## src/rtl/div.sv

```systemverilog
// IEEE-754 single-precision divider: multi-cycle FSM with radix-2 restoring
// mantissa division, round-to-nearest-even, denormal inputs/outputs flushed.
module div (
  input  logic        clk,
  input  logic        rst,
  input  logic [31:0] input_a,
  input  logic [31:0] input_b,
  input  logic        input_stb,
  output logic        busy,
  output logic [31:0] output_z,
  output logic        output_z_stb
);

  typedef enum logic [2:0] {
    IDLE, UNPACK, SPECIAL, DIVIDE, NORMALISE, ROUND, PACK, DONE
  } state_t;

  localparam logic [31:0] QNAN = 32'h7FC00000;

  state_t             state_q, state_d;
  logic [31:0]        a_q, a_d, b_q, b_d;
  logic               sa_q, sa_d, sb_q, sb_d, sign_q, sign_d;
  logic [7:0]         ea_q, ea_d, eb_q, eb_d;
  logic [23:0]        ma_q, ma_d, mb_q, mb_d, m_q, m_d;
  logic signed [9:0]  ze_q, ze_d;
  logic [26:0]        quo_q, quo_d;
  logic [25:0]        rem_q, rem_d;
  logic [4:0]         cnt_q, cnt_d;
  logic               sticky_q, sticky_d;
  logic [31:0]        spec_z_q, spec_z_d, z_q, z_d;
  logic               special_q, special_d;

  logic a_nan, b_nan, a_inf, b_inf, a_zero, b_zero;
  logic is_nan, is_inf, is_zero, is_special;
  logic rup;
  logic [24:0] rsum;

  // Exponent 0 (including denormals) is treated as zero.
  assign a_zero  = (ea_q == 8'd0);
  assign b_zero  = (eb_q == 8'd0);
  assign a_nan   = (ea_q == 8'hFF) && (ma_q[22:0] != 23'd0);
  assign b_nan   = (eb_q == 8'hFF) && (mb_q[22:0] != 23'd0);
  assign a_inf   = (ea_q == 8'hFF) && (ma_q[22:0] == 23'd0);
  assign b_inf   = (eb_q == 8'hFF) && (mb_q[22:0] == 23'd0);
  assign is_nan  = a_nan | b_nan | (a_zero & b_zero) | (a_inf & b_inf);
  assign is_inf  = a_inf | b_zero;
  assign is_zero = a_zero | b_inf;
  assign is_special = is_nan | is_inf | is_zero;

  always_ff @(posedge clk or negedge rst) begin
    if (!rst) begin
      state_q   <= IDLE;
      a_q       <= '0;
      b_q       <= '0;
      sa_q      <= 1'b0;
      sb_q      <= 1'b0;
      sign_q    <= 1'b0;
      ea_q      <= '0;
      eb_q      <= '0;
      ma_q      <= '0;
      mb_q      <= '0;
      m_q       <= '0;
      ze_q      <= '0;
      quo_q     <= '0;
      rem_q     <= '0;
      cnt_q     <= '0;
      sticky_q  <= 1'b0;
      spec_z_q  <= '0;
      special_q <= 1'b0;
      z_q       <= '0;
    end else begin
      state_q   <= state_d;
      a_q       <= a_d;
      b_q       <= b_d;
      sa_q      <= sa_d;
      sb_q      <= sb_d;
      sign_q    <= sign_d;
      ea_q      <= ea_d;
      eb_q      <= eb_d;
      ma_q      <= ma_d;
      mb_q      <= mb_d;
      m_q       <= m_d;
      ze_q      <= ze_d;
      quo_q     <= quo_d;
      rem_q     <= rem_d;
      cnt_q     <= cnt_d;
      sticky_q  <= sticky_d;
      spec_z_q  <= spec_z_d;
      special_q <= special_d;
      z_q       <= z_d;
    end
  end

  always_comb begin
    state_d = state_q;
    case (state_q)
      IDLE:      if (input_stb) state_d = UNPACK;
      UNPACK:    state_d = SPECIAL;
      SPECIAL:   state_d = is_special ? PACK : DIVIDE;
      DIVIDE:    if (cnt_q == 5'd26) state_d = NORMALISE;
      NORMALISE: state_d = ROUND;
      ROUND:     state_d = PACK;
      PACK:      state_d = DONE;
      DONE:      state_d = IDLE;
      default:   state_d = IDLE;
    endcase
  end

  always_comb begin
    a_d = a_q;  b_d = b_q;
    sa_d = sa_q;  sb_d = sb_q;  sign_d = sign_q;
    ea_d = ea_q;  eb_d = eb_q;  ma_d = ma_q;  mb_d = mb_q;  m_d = m_q;
    ze_d = ze_q;  quo_d = quo_q;  rem_d = rem_q;  cnt_d = cnt_q;
    sticky_d = sticky_q;  spec_z_d = spec_z_q;  special_d = special_q;
    z_d = z_q;
    rup  = quo_q[2] & (quo_q[1] | quo_q[0] | sticky_q | quo_q[3]);
    rsum = {1'b0, quo_q[26:3]} + {24'd0, rup};
    case (state_q)
      IDLE: if (input_stb) begin
        a_d = input_a;
        b_d = input_b;
      end
      UNPACK: begin
        sa_d = a_q[31];
        sb_d = b_q[31];
        ea_d = a_q[30:23];
        eb_d = b_q[30:23];
        ma_d = {(a_q[30:23] != 8'd0), a_q[22:0]};
        mb_d = {(b_q[30:23] != 8'd0), b_q[22:0]};
      end
      SPECIAL: begin
        sign_d    = sa_q ^ sb_q;
        ze_d      = $signed({2'b00, ea_q}) - $signed({2'b00, eb_q}) + 10'sd127;
        rem_d     = {2'b00, ma_q};
        quo_d     = '0;
        cnt_d     = '0;
        special_d = is_special;
        if (is_nan)       spec_z_d = QNAN;
        else if (is_inf)  spec_z_d = {sa_q ^ sb_q, 8'hFF, 23'd0};
        else              spec_z_d = {sa_q ^ sb_q, 31'd0};
      end
      DIVIDE: begin
        // Remainder stays below 2*divisor, so 26 bits hold the shifted value.
        if (rem_q >= {2'b00, mb_q}) begin
          quo_d = {quo_q[25:0], 1'b1};
          rem_d = (rem_q - {2'b00, mb_q}) << 1;
        end else begin
          quo_d = {quo_q[25:0], 1'b0};
          rem_d = rem_q << 1;
        end
        cnt_d = cnt_q + 5'd1;
      end
      NORMALISE: begin
        sticky_d = |rem_q;
        if (!quo_q[26]) begin
          quo_d = quo_q << 1;
          ze_d  = ze_q - 10'sd1;
        end
      end
      ROUND: begin
        if (rsum[24]) begin
          m_d  = rsum[24:1];
          ze_d = ze_q + 10'sd1;
        end else begin
          m_d  = rsum[23:0];
        end
      end
      PACK: begin
        if (special_q)              z_d = spec_z_q;
        else if (ze_q >= 10'sd255)  z_d = {sign_q, 8'hFF, 23'd0};
        else if (ze_q <= 10'sd0)    z_d = {sign_q, 31'd0};
        else                        z_d = {sign_q, ze_q[7:0], m_q[22:0]};
      end
      default: ;
    endcase
  end

  always_comb begin
    busy         = (state_q != IDLE);
    output_z_stb = (state_q == DONE);
    output_z     = z_q;
  end

endmodule

```

## config.mk

```make
export PLATFORM = sky130hd
export DESIGN_NAME = div
export DESIGN_NICKNAME = d
export VERILOG_FILES = /design/src/rtl/div.sv
export SDC_FILE = /design/constraint.sdc
export NUM_CORES = 1
export LEC_CHECK = 0
export ABC_AREA = 0
export CAP_MARGIN = 20
export CORE_ASPECT_RATIO = 1.1
export CORE_UTILIZATION = 38
export CTS_CLUSTER_DIAMETER = 150
export DETAILED_ROUTE_END_ITERATION = 8
export REMOVE_ABC_BUFFERS = 1
export SLEW_MARGIN = 20
export SYNTH_ARGS = -nofsm -noshare
export SYNTH_HDL_FRONTEND = slang
export SYNTH_SLANG_ARGS = --single-unit
```

## constraint.sdc

```tcl
create_clock -name clk -period 5.7 [get_ports clk]
set_input_delay 1.14 -clock clk [delete_from_list [all_inputs] [get_ports clk]]
set_output_delay 1.14 -clock clk [all_outputs]
set_load 0.05 [all_outputs]
```

# Word-level counts from Yosys, hierarchy flattened
# Index checks and enable logic that the tools add are counted.
word_totals:
  n_memories: 0
  latch_bits: 0
  romBits: 0
  out_inout_bits: 34
  register_bits: 291
  mem_bits_rw: 0
  inputBits: 67
op_classes:
  reduce_logical: 22
  n_div: 0
  bitwise_logic: 14
  eq_ne: 14
  n_addsub: 7
  mul: 0
  order_cmp: 3
  shifts: 0
  muxes: 19
op_table:
  columns: ["op", "n"]
  rows:
  - ["31-bit two-way mux", 3]
  - ["27-bit case mux with 3 select lines", 1]
  - ["32-bit two-way mux", 2]
  - ["26-bit case mux with 2 select lines", 1]
  - ["23-bit zero test", 2]
  - ["23-bit nonzero test", 2]
  - ["10-bit case mux with 3 select lines", 1]
  - ["27-bit two-way mux", 1]
  - ["26-bit by 24-bit >= comparator with 1-bit output", 1]
  - ["26-bit two-way mux", 1]
  - ["26-bit OR reduction", 1]
  - ["24-bit by 1-bit adder with 25-bit output", 1]
  - ["25-bit by 24-bit subtractor with 25-bit output", 1]
  - ["3-bit case mux with 8 select lines", 1]
  - ["23-bit two-way mux", 1]
  - ["10-bit two-way mux", 2]
  - ["8-bit equality test, second input constant", 2]
  - ["8-bit zero test", 2]
  - ["8-bit nonzero test", 2]
  - ["3-bit equality test, second input constant", 4]
  - ["10-bit by 2-bit adder with 10-bit output, second input constant", 1]
  - ["9-bit by 8-bit adder with 10-bit output, second input constant", 1]
  - ["10-bit by 9-bit >= comparator with 1-bit output, second input constant", 1]
  - ["10-bit by 1-bit less-or-equal comparator with 1-bit output, second input constant", 1]
  - ["other kinds (19)", 43]

# Longest topological paths before layout
logic_depth:
  depth_word: 9
  ltp_mapped: 17
  ltp_nobuf: 13

# Least setup slack after synthesis
# OpenSTA, ideal clock, no wires.
synth_timing:
  kind: "flip-flop to flip-flop"
  startpoint: "register state_q[2]"
  endpoint: "register ze_q[9]"
  stages_incl_launch_ff: 18
  t_arrival_ps: 3620
  required_ps: 5574
  setup_time_ps: 126
  period_less_slack_ps: 3746
  path_slack_ps: 1954
  path_cell_list: "dfrtp_1 clkbuf_1 nor2b_1 clkbuf_1 and2_1 clkbuf_1 inv_2 clkbuf_1 ha_1 a21o_1 a21oi_1 nor2b_1 o21a_1 o41ai_2 o21ai_0 xor2_1 a21o_1 a221o_1"
synth_between:
  elab_chain_len: 3
  elab_cells_between_ends: 8
synth_lines:
  columns: ["item", "line", "rtl"]
  rows:
  - ["from (decl)", "20", "state_t state_q, state_d;"]
  - ["from (signal assigned)", "72", "state_q <= state_d;"]
  - ["3-bit equality test or 3-bit by 2-bit equality test with 1-bit output (tied branches)", "118", "case (state_q)"]
  - ["2-bit inequality test (no source line) or 3-bit nonzero test (tied branches)", null, null]
  - ["3-bit AND reduction (no source line)", null, null]
  - ["to (signal assigned)", "83", "ze_q <= ze_d;"]
  - ["to (decl)", "25", "logic signed [9:0] ze_q, ze_d;"]
# Parallel ways exist; a longest one is shown, timed or not.
# A chain may end at the register's enable or synchronous reset.

# Worst setup path after layout
# Same ends and word-level chain as after synthesis.

==> results by stage <==
Status:
- The run finished, with violations left.
- The final reports fail on design-rule violations.

Floorplan:
- The core area is approximately 34000 µm².
- The floorplan step defined a die boundary enclosing between 30000 and 40000 µm².
- After floorplanning, the core was divided into 71 placement rows.
- Once the floorplan was initialized, standard cells occupied roughly two fifths of the core.
- 101 I/O pins were placed.
- In this run the horizontal extent of the chip is ~180 µm.
- The height of the chip is just under 200 µm.

Critical path:
- The type of the worst setup path is flip-flop to flip-flop.
- Data on the critical path arrives at its endpoint at roughly 4.3 ns.
- The slowest stage of the critical path belongs to the cell sky130_fd_sc_hd__dfrtp_1.
- STA classifies the critical path startpoint as a flip-flop.
- The type of destination of the critical path is a flip-flop.
- The critical path goes through nor2b_1, and2_1, inv_2, ha_1, a21o_1, a21oi_1, nor2b_1, o21a_1, o41ai_2, o21ai_0, xor2_1, a21o_1, a221o_1.
- The data required time of the critical path is around 6.1 ns.
- Along the worst path, the maximum fanout reaches 53.
- Grouping stages by cell kind, the critical path spends the most delay in compound AO/OA/AOI/OAI gates.
- The maximum cell stage delay along the critical path is approximately 0.47 ns.
- The number of buffer and inverter stages on the critical path is 1.
- The slack of the worst reg-to-reg path is approximately 1.8 ns.

Timing:
- The setup clock skew after layout is between 0.02 and 0.03 ns.
- The final critical-path required period is between 3 and 4 ns.
- Hold timing on the final database bottoms out at a slack of about 0.46 ns.
- The final number of max-transition violations is 0.
- Setup repair after global routing left no endpoint under its margin.
- Of the available clock period, the critical path in the final layout requires around two thirds.
- Setup violations remaining at the end of the flow were counted as 0.
- The pin slew with the least headroom to its limit is approximately 1.1 ns.
- The relative max-transition margin is 27.0%.
- For this run, the top clock speed supported by timing is 257 MHz.
- The number of hold-slack violations in the final timing report is 0.

Finish:
- Leaving out filler cells and counting taps, the final layout contains around 1800.
- The cell area after layout is 15600 µm².
- Cells with a size suffix above 1 make up about an eighth of the layout.
- The synthesis-to-layout area growth is 17.8%.
- The final layout contains around 1500 nets.
- The number of antenna diodes is 0.
- The final core utilization is a little under half.

GRT:
- The number of antenna violations at the first check in global routing was 1.
- The aggregate global routing overflow is 0.
- The number of global-route vias before repair is ~9800.
- Global routing used about 17% of the available tracks.
- Entering global routing, the biggest net connects about 130 pins.
- The first-pass GRT wire length is about 50 mm.

Drt:
- The final layout contains routed wiring with a total length of 29.8 mm.
- The DRC violation count after routing is 15.
- The number of optimization iterations in the first detailed-route pass is 9.
- After detailed routing, the average wire length per cell comes to about 16 µm.
- The total number of vias is just under 10000.
- The detailed router finished its first iteration with 549 violations.
- Using the TritonRoute via totals, the vias-per-cell ratio works out to ~5.3.
- Once detail routing completed, the nets flagged for antenna violations numbered 0.

Clock network:
- In this run the clock root is driven by a sky130_fd_sc_hd__clkbuf_16.
- Once the clock tree was built, the setup fixing pass inserted 0 buffers.
- The number of hold-repair buffers added at the cts stage is 0.
- In this run the number of H-tree levels came out at 1.
- The number of clock buffers added by TritonCTS is 28.
- Clock-pin slew was measured on the worst setup and hold paths at approximately 0.07 ns.
- TritonCTS built the clock tree.
- The clock latency on the worst-skew pair is 0.56 ns.
- The CTS sink count is 262.
- The worst-case clock buffer depth is 3.
- The post-cts resize count is 0.

Logic synthesis:
- sky130_fd_sc_hd__dfrtp_1 is the most common cell in the netlist.
- The number of enable flip-flop cells after synthesis is 0.
- The dominant cell type by area after synthesis is sky130_fd_sc_hd__dfrtp_1.
- Sequential cells were found to cover roughly half of the synthesized design area.
- The post-synthesis instance area is between 10000 and 15000 µm².
- Counting every instance in the synthesized netlist gives between 1000 and 1500.
- The post-synthesis sequential element count is between 200 and 300.
- After synthesis, the largest area contributor takes up around half of total cell area.
- By area the synthesized netlist is led by sky130_fd_sc_hd__dfrtp_1, sky130_fd_sc_hd__mux2_2, sky130_fd_sc_hd__nand2_1.
- The number of distinct library cell variants in the gate-level netlist after synthesis is between 60 and 70.
- During synthesis, Yosys emitted a total of 0 warnings.
- For this run, the leading register cell type out of synthesis is sky130_fd_sc_hd__dfrtp_1.
- By count the netlist is led by sky130_fd_sc_hd__dfrtp_1, sky130_fd_sc_hd__nand2_1, sky130_fd_sc_hd__o21ai_0, sky130_fd_sc_hd__mux2_2, sky130_fd_sc_hd__a21oi_1.
- For this run, asynchronously set or reset flops after synthesis account for 100%.
- The average instance in the mapped netlist occupies about 10 µm².

Placed design:
- The number of placed instances, taps included is approximately 1800.
- The cell area after placement is approximately 15000 µm².
- Buffers placed on the I/O ports in this run total 100.
- The detailed placer's ending HPWL is about 21 mm.
- The final weighted congestion of routability-driven global placement is approximately 0.94.

Power and ir drop:
- The clock network accounts for a little under a fifth of the total power.
- In this run switching power makes up 41.7% of total power.
- Across the VDD grid, the largest voltage drop is ~0.29 mV.
- For this design the total switching power over the nets is about 4.0 mW.
- The share of total power dissipated in combinational logic is ~49%.
- The fraction of power consumed by sequential logic is between 30 and 40%.
- Dividing total power by cell area gives a power density of 623 nW/µm².
- Summed over all cells, the static leakage comes to a little under 7 nW.
- The internal power component is ~5.6 mW.

Min path:
- The tightest min-delay check is of the flip-flop to flip-flop type.

Flow run:
- The tool flagged a number of max-cap violations equal to 0.
path summary, 6_finish.rpt:
kind / cells past startpoint / from / to
min in group asynchronous: 1 / rst / eb_q[5]$_DFFE_PN0P_
worst min-delay path: 2 / output_z[10]$_DFFE_PN0P_ / output_z[10]$_DFFE_PN0P_
worst min register to register: 2 / output_z[10]$_DFFE_PN0P_ / output_z[10]$_DFFE_PN0P_
max in group asynchronous: 3 / rst / rem_q[25]$_DFFE_PN0P_
worst max register to register: 13 / state_q[2]$_DFFE_PN0P_ / ze_q[9]$_DFFE_PN0P_
worst max-delay path: 13 / state_q[2]$_DFFE_PN0P_ / ze_q[9]$_DFFE_PN0P_
worst register-to-register path, cell delays in order (launching register included):
cell and delay, ns:
sky130_fd_sc_hd__dfrtp_1 0.47, sky130_fd_sc_hd__nor2b_1 0.47, sky130_fd_sc_hd__and2_1 0.31, sky130_fd_sc_hd__inv_2 0.34
sky130_fd_sc_hd__ha_1 0.41, sky130_fd_sc_hd__a21o_1 0.16, sky130_fd_sc_hd__a21oi_1 0.22, sky130_fd_sc_hd__nor2b_1 0.07
sky130_fd_sc_hd__o21a_1 0.19, sky130_fd_sc_hd__o41ai_2 0.29, sky130_fd_sc_hd__o21ai_0 0.18, sky130_fd_sc_hd__xor2_1 0.18
sky130_fd_sc_hd__a21o_1 0.20, sky130_fd_sc_hd__a221o_1 0.28
registers in the layout, summed over array words and instances, names as in the netlist, 3 cells and up:
name      count
a_q          32
b_q          32
cnt_q         5
ea_q          8
eb_q          8
m_q          23
ma_q         24
mb_q         24
output_z     32
quo_q        27
rem_q        26
spec_z_q      3
state_q       3
ze_q         10
cells in the final DEF (no fill, tap or decap), drive strengths merged, types with 7 or more instances in the layout:
master         Yosys  final
a21o              27     27
a21oi             86     86
a22o              31     31
a31oi              7      7
and3              10     10
buf               11     15
clkbuf            52     37
clkdlybuf4s50      0     99
clkinv             0      7
dfrtp            262    262
ha                44     44
inv               44     44
mux2              99     99
mux2i              8      8
nand2            147    147
nand2b             9      9
nand3             41     41
nand4             17     17
nor2              75     75
nor2b             11     11
nor3              23     23
nor3b             22     22
nor4              26     26
o211ai            11     11
o21a              10     10
o21ai            104    104
o31ai             12     12
xnor2             29     29
xor2              30     30
through the flow:
stage	setup TNS (ns)	setup slack [ns]	total power [mW]
finish	0	1.80	9.69
global route	0	1.48	10.5
CTS	0	1.80	9.77
detailed placement	0	1.84	7.91
global placement	0	1.96	7.82
floorplan	-97.75	-1.62	6.59
layout make-up:
| class | instances | area [µm²] |
|---|---|---|
| Sequential cell | 262 | 6560 |
| Multi-Input combinational cell | 929 | 6230 |
| Inverter | 44 | 165 |
| Timing Repair Buffer | 114 | 1140 |
| Tap cell | 438 | 548 |
| Fill cell | 3215 | 18600 |
| Clock buffer | 37 | 785 |
| Clock inverter | 10 | 131 |
cells by family (layout without fill, tap and decap cells):
group	count (synthesis)	after routing	synth area share (%)
mux	107	107	9.05
flops	262	262	49.7
xor+xnor	59	59	3.91
compound gates	313	313	14.8
fa+ha+maj	47	47	4.63
simple gates	403	403	14.7
buf+inv	107	205	3.31
power groups by stage:
stage          sequential [mW]  combinational (mW)  clock [mW]
2_1_floorplan             3.11                3.48           0
3_3_place_gp              3.14                4.69           0
3_5_place_dp              3.15                4.76           0
6_report                  3.11                4.77        1.81
5_1_grt                   3.22                5.34        1.93
4_1_cts                   3.12                4.78        1.87
routing by layer:
metal  track usage [%]  vias to the layer above  wire length [µm]
met5                 0                        -                16
met4              6.00                        2               931
met3              2.40                       68              1080
met2              30.0                      164             14500
met1              22.0                     4723             13300
li1                  -                     4789                 -
Power figures use the tool's default switching activity.
